### src/rtl/fifo_rd_ctrl.sv
// Read-domain pointer/flag controller of the async FIFO: binary read pointer, Gray pointer to write side, empty flag.
// Optional occupancy outputs (rlevel, ralmost_empty) enabled by defining FIFO_RD_LEVEL_EN.
module fifo_rd_ctrl #(
  parameter int unsigned Pointer_Size = 4,
  parameter int unsigned AE_THRESHOLD = 2
) (
  input  logic                    rclk,
  input  logic                    rrst_n,
  input  logic                    rinc,
  input  logic [Pointer_Size-1:0] sync_w2r_ptr,
  output logic [Pointer_Size-1:0] gray_r2w_ptr,
  output logic [Pointer_Size-2:0] raddr,
  output logic                    rempty,
  output logic                    rd_underflow,
  output logic [Pointer_Size-1:0] rlevel,
  output logic                    ralmost_empty
);

  localparam int unsigned PW = Pointer_Size;
  localparam int unsigned AW = Pointer_Size - 1;

  // Reject illegal configurations at elaboration time
  if (PW < 2) begin : g_bad_ptr_size
    $error("fifo_rd_ctrl: Pointer_Size must be >= 2");
  end
  if ((AE_THRESHOLD < 1) || (AE_THRESHOLD > (1 << AW))) begin : g_bad_ae_threshold
    $error("fifo_rd_ctrl: AE_THRESHOLD out of range 1..depth");
  end

  logic [PW-1:0] r_rptr;
  logic [PW-1:0] r_rgray;
  logic          r_rempty;
  logic          r_rd_underflow;

  logic          w_rd_en;
  logic [PW-1:0] w_rptr_next;
  logic [PW-1:0] w_rgray_next;

  assign w_rd_en      = rinc & ~r_rempty;
  assign w_rptr_next  = r_rptr + PW'(w_rd_en);
  assign w_rgray_next = w_rptr_next ^ (w_rptr_next >> 1);

  // Binary and Gray pointers advance together so the write side never sees a stale Gray value
  always_ff @(posedge rclk or negedge rrst_n) begin
    if (!rrst_n) begin
      r_rptr         <= '0;
      r_rgray        <= '0;
      r_rempty       <= 1'b1;
      r_rd_underflow <= 1'b0;
    end else begin
      r_rptr         <= w_rptr_next;
      r_rgray        <= w_rgray_next;
      r_rempty       <= (w_rgray_next == sync_w2r_ptr);
      r_rd_underflow <= rinc & r_rempty;
    end
  end

  assign gray_r2w_ptr = r_rgray;
  assign raddr        = r_rptr[AW-1:0];
  assign rempty       = r_rempty;
  assign rd_underflow = r_rd_underflow;

`ifdef FIFO_RD_LEVEL_EN
  logic [PW-1:0] w_wbin;
  logic [PW-1:0] w_level_next;
  logic [PW-1:0] r_rlevel;
  logic          r_ralmost_empty;

  // Gray to binary: each bit is the XOR of itself and all higher Gray bits
  always_comb begin
    w_wbin = '0;
    for (int i = 0; i < PW; i++) begin
      w_wbin[i] = ^(sync_w2r_ptr >> i);
    end
  end

  assign w_level_next = w_wbin - w_rptr_next;

  always_ff @(posedge rclk or negedge rrst_n) begin
    if (!rrst_n) begin
      r_rlevel        <= '0;
      r_ralmost_empty <= 1'b1;
    end else begin
      r_rlevel        <= w_level_next;
      r_ralmost_empty <= (w_level_next <= PW'(AE_THRESHOLD));
    end
  end

  assign rlevel        = r_rlevel;
  assign ralmost_empty = r_ralmost_empty;
`else
  assign rlevel        = '0;
  assign ralmost_empty = 1'b0;
`endif

endmodule

### config.mk
export PLATFORM = sky130hd
export DESIGN_NAME = fifo_rd_ctrl
export DESIGN_NICKNAME = d
export VERILOG_FILES = /design/src/rtl/fifo_rd_ctrl.sv
export SDC_FILE = /design/constraint.sdc
export NUM_CORES = 1
export LEC_CHECK = 0
export ABC_AREA = 0
export CAP_MARGIN = 10
export CORE_AREA = 2 2 39 41
export DETAILED_ROUTE_END_ITERATION = 8
export DIE_AREA = 0 0 41 43
export DONT_BUFFER_PORTS = 1
export PLACE_DENSITY = 0.53
export SYNTH_ARGS = -nofsm -noshare
export SYNTH_HDL_FRONTEND = slang
export SYNTH_SLANG_ARGS = --single-unit
### constraint.sdc
create_clock -name rclk -period 4.42 [get_ports rclk]
set_input_delay 0.221 -clock rclk [delete_from_list [all_inputs] [get_ports rclk]]
set_output_delay 0.221 -clock rclk [all_outputs]
set_load 0.05 [all_outputs]
==> reports/qor.txt, run 1 <==
status: finished clean
critical path class: reg -> reg
grt total ovfl: 0
H-tree depth: 1
Routed WL: 849 µm
Netlist cell types: 26
RSZ-0062 raised after global routing: false
via count: 316
cell repeated most along the worst path: ha_1
Fin. Hold Viols: 0
max-cap violations: 0
layout cells sized above 1: 16.0%
Via density: 4.79
Max Clock Freq: 433 MHz
Residual DRC: 0
number of port buffers: 0
Die Footprint: 0.00176 mm²
Post-synth EDFFs: 0
Worst path slowest cell: dfstp_2
crit-path max FO: 4
post-synthesis instance area: 534 µm²
pin count of the biggest net entering global routing: 11
vias in the first global route: 302
Tmin final: 2310 ps
fin crit share: 52.2%
core area: 0.00138 mm²
initial antenna violation count: 0
Die Span Y: 43 µm
Buf+Inv Stages, Crit Path: 0
gpl congestion: 0.699
clk_lat worst skew: 260 ps
# clock sinks: 9
Worst Tran Pin Value: 710 ps
initial core utilization: 38.6%
die outline width: 41 µm
cell family with most CP delay: flip-flops
final net count: 60
CP peak stage delay: 700 ps
most frequent cell after synthesis: dfrtp_1
Syn. warnings: 0
# setup viols final: 0
reg2reg path depth: 7
Slew HR: 52.7%
Avg WL per Cell: 12.9 µm
Detailed Place HPWL: 683 µm
row count: 14
Pre-antenna DRT Iters: 4
worst-path cell chain: nor2b_1, ha_1, ha_1, xor2_2, and3_4, o21a_1, nor4_2
GRT Total Usage: 11.9%
Clock Tree Buf Depth: 2
num ports: 21
Antenna Nets Post-Route: 0
Most used DFF post-synth: dfrtp_1
synthesized flop and latch total: 9
worst path arrival time: 2480 ps
Avg Inst Size Synth: 11.1 µm²
worst hold stages: 1
Worst path depth: 7
Commonest cells post-synth: dfrtp_1, xnor2_1, buf_4
# diodes: 0
Layout Skew: 5.77 ps
Gate Count Post-Synth: 48
Synth top area share: 37.5%
CTS tree: yes
global-route wire length before repair: 1320 µm
Seq/Total Area, Yosys: 42.4%
DR iter-0 viols: 7
Synth area leaders: dfrtp_1, xnor2_1, buf_4
area growth from synthesis to layout: 3.28%
Post-synth ARST share: 100%
Worst-path clk slew: 60 ps
Fin Setup TNS: 0 ps
required time worst endpoint: 4590 ps
crit start category: flip-flop
Pins Over Slew Limit: 0
post-synth top area cell: dfrtp_1
Hold Path Class: in -> reg
Num CTS Buffers: 3
root buf cell: clkbuf_4
Critical Path Sink Type: flip-flop
==> cell usage in the layout, fill, tap and decap left out, drive strengths merged <==
cell	count
dfrtp	8
xnor2	7
conb	5
clkbuf	4
nor2	3
nand2	2
nor2b	2
ha	2
xor2	2
o21ai	2
nand3	1
a21oi	1
and3	1
inv	1
o21a	1
a31oi	1
a211oi	1
nor3	1
xor3	1
nor4	1
and2	1
dlygate4sd3	1
dfstp	1
==> final timing paths <==
path	startpoint	endpoint	slack, ps
max	rempty	rempty	2110
min	rinc	rd_underflow	90
max reg2reg	rempty	rempty	2110
min reg2reg	rempty	rd_underflow	680
max in group asynchronous	rrst_n	rempty	3790
min in group asynchronous	rrst_n	gray_r2w_ptr[2]	320
==> through the flow <==
step / utilization (%) / hold WS (ps) / instances / instance area [µm²] / worst slack (ps)
after detailed placement: 37.3 / -74.4 / 61 / 515 / 2110
after CTS: 39.9 / 84.3 / 66 / 552 / 2090
after floorplan: - / -74.6 / 52 / 549 / 2300
after global placement: 37.3 / -74.4 / 61 / 515 / 2170
after global routing: 39.9 / 82.1 / 66 / 552 / 1990
final: 39.9 / 85.7 / 66 / 552 / 2110
==> registers in the layout, indices dropped and copies added (netlist names) <==
register / cells
gray_r2w_ptr: 4
rempty: 1
rd_underflow: 1
r_rptr: 3
==> area by class of cell <==
class	count	area, µm²
fill	151	832
multi-input combinational	35	265
sequential	9	226
clock buffer	4	26.3
tap	16	20.0
timing repair buffer	1	10.0
inverter	1	3.75
==> cells by family after synthesis <==
kind of cell	count (synthesis)	synth area share, %
and+or+nand+nor	12	13.3
other	1	0.702
DFF	9	42.4
xor gates and xnor gates	10	21.3
AOI/OAI and AO/OA	6	6.79
adders and majority gates	2	4.68
buffers and inverters	8	10.8
==> repair_timing <==
item,4_1_cts,5_1_grt
hold buffers,1,0
setup buffers,0,0
resized for setup,0,0
endpoints found under the hold margin,9,0
==> per-layer routing <==
| layer | vias to the layer above | track usage (%) | part of all wire [%] |
|---|---|---|---|
| met5 | - | 0 | 0 |
| met2 | 17 | 16.9 | 51 |
| met4 | 0 | 6.00 | 0.82 |
| li1 | 150 | - | - |
| met1 | 147 | 11.3 | 37 |
| met3 | 2 | 10.5 | 11 |
Power of run 1 is not shown: default switching activity piles up to over one toggle a cycle in this logic, so the estimate is an artifact.
==> run 2: changes to the inputs <==
--- a/config.mk
+++ b/config.mk
@@ -11,7 +11,7 @@
 export DETAILED_ROUTE_END_ITERATION = 8
 export DIE_AREA = 0 0 41 43
 export DONT_BUFFER_PORTS = 1
-export PLACE_DENSITY = 0.53
+export PLACE_DENSITY = 0.55
 export SYNTH_ARGS = -nofsm -noshare
 export SYNTH_HDL_FRONTEND = slang
 export SYNTH_SLANG_ARGS = --single-unit
==> constraint.sdc (replaced) <==
create_clock -name rclk -period 2.07 [get_ports rclk]
set_input_delay 0.1035 -clock rclk [delete_from_list [all_inputs] [get_ports rclk]]
set_output_delay 0.1035 -clock rclk [all_outputs]
set_load 0.05 [all_outputs]
==> run 2 against run 1 <==
Hold slack lost 51 ps. Clock skew grew 2.2 ps. Sequential share of layout area shrank 4.5 points. Routed wire length grew 5.5%. Die area is the same.
==> reports/qor.txt, run 2 (synthesis results as in run 1) <==
status: finished clean
Detailed Place HPWL: 708 µm (+3.7%)
max-cap violations: 0 (unchanged)
met1 Use GR: 19.6% (+8.3 points)
H-tree depth: 1 (unchanged)
Worst path slowest cell: dfstp_2
Tmin final: 1960 ps (-345 ps)
most common cell after layout, fill and taps aside: dfrtp_1
Clock Tree Buf Depth: 2 (unchanged)
num ports: 21 (unchanged)
Layout Skew: 7.99 ps (+2.22 ps)
Fin Setup TNS: 0 ps (unchanged)
worst-path cell chain: nor2b_1, ha_1, ha_2, xor2_2, and3_4, o21a_1, nor4_2
Post-CTS Resized: 0 (unchanged)
Via density: 4.62 (-3.5%)
DR iter-0 viols: 2 (-5)
Worst-path clk slew: 60 ps (about the same)
GRT Total Usage: 14.1% (+2.2 points)
CTS tree: yes
CP peak stage delay: 530 ps (-170 ps)
crit start category: flip-flop
Die Footprint: 0.00176 mm² (unchanged)
Hold Path Class: in -> reg
Fin. Hold Viols: 0 (unchanged)
RSZ-0062 raised after global routing: false
global-route wire length before repair: 1600 µm (+21%)
initial core utilization: 38.6% (unchanged)
Antenna Nets Post-Route: 0 (unchanged)
gpl congestion: 0.680 (-2.7%)
clk_lat worst skew: 260 ps (about the same)
area growth from synthesis to layout: 15.9%
Pre-antenna DRT Iters: 4 (unchanged)
layout cells sized above 1: 25.9% (+9.9 points)
Residual DRC: 0 (unchanged)
Reg area: 226 µm² (unchanged)
# clock sinks: 9 (unchanged)
met2 Use GR: 18.4% (+1.6 points)
Routed WL: 896 µm (+5.5%)
crit-path max FO: 4 (unchanged)
Avg WL per Cell: 12.1 µm (-5.9%)
Post-CTS Setup Bufs: 0 (unchanged)
critical path class: reg -> reg
initial antenna violation count: 0 (unchanged)
fin crit share: 94.8% (+43 points)
vias in the first global route: 346 (+15%)
pin count of the biggest net entering global routing: 10 (-1)
grt total ovfl: 0 (unchanged)
Largest register FFs: 4 (unchanged)
Num CTS Buffers: 3 (unchanged)
worst path arrival time: 2140 ps (-340 ps)
Max Clock Freq: 509 MHz (+18%)
die outline width: 41 µm (unchanged)
# setup viols final: 0 (unchanged)
grt met3 use: 9.42% (-1.0 points)
number of port buffers: 0 (unchanged)
core area: 0.00138 mm² (unchanged)
row count: 14 (unchanged)
required time worst endpoint: 2250 ps (-2340 ps)
Critical Path Sink Type: flip-flop
root buf cell: clkbuf_4
GRT busiest layer: met1
Die Span Y: 43 µm (unchanged)
area of the multi-input gates: 268 µm² (+0.94%)
Fillers: 135 (-11%)
fin util: 44.8% (+4.9 points)
Pins Over Slew Limit: 0 (unchanged)
final net count: 68 (+13%)
commonest non-fill, non-tap cells in the layout: dfrtp_1, xnor2_1, buf_4, conb_1
# diodes: 0 (unchanged)
via count: 342 (+8.2%)
-- run 2: worst paths after layout --
check | start | endpoint | slack [ps] | cells after the start
max | rempty | rempty | 110 | 7
min | sync_w2r_ptr[0] | rempty | 30 | 3
max reg2reg | rempty | rempty | 110 | 7
min reg2reg | r_rptr[0] | r_rptr[0] | 590 | 1
max in group asynchronous | rrst_n | rempty | 1530 | 1
min in group asynchronous | rrst_n | rd_underflow | 210 | 1
-- run 2: metal layers --
metal / wire length (µm) / vias to the layer above
met5: 0 / -
li1: - / 167
met4: 0 / 0
met3: 79 / 0
met1: 365 / 160
met2: 451 / 15
-- run 2: metrics by stage --
step                      instances  hold WS, ps  setup WS [ps]  instance area, µm²
after floorplan                  52         -192           4.80                 552
after global placement           67         -192            122                 563
after detailed placement         67         -192            115                 563
after CTS                        74         26.5           98.7                 619
after global routing             74         38.6           16.3                 619
final                            74         34.6            107                 619
-- run 2: critical path: cells and delay by family (launching register included) --
kind | cells | cell delay, ps
and+or+nand+nor | 3 | 520
AOI/OAI and AO/OA | 1 | 190
adders and majority gates | 2 | 440
xor gates and xnor gates | 1 | 200
DFF | 1 | 530
-- run 2: what timing repair did --
| item | 4_1_cts | 5_1_grt |
|---|---|---|
| hold endpoints to repair | 11 | 0 |
| hold buffers | 3 | 0 |
| setup endpoints to repair | 0 | 0 |
-- run 2: final cells by class --
class                           count  share of cell area (%)
Timing Repair Buffer                9                    12.1
Tap cell                           16                    3.23
Sequential cell                     9                    36.6
Multi-Input combinational cell     35                    43.2
Inverter                            1                   0.606
Clock buffer                        4                    4.24
Power of run 2 is left out for the same reason.
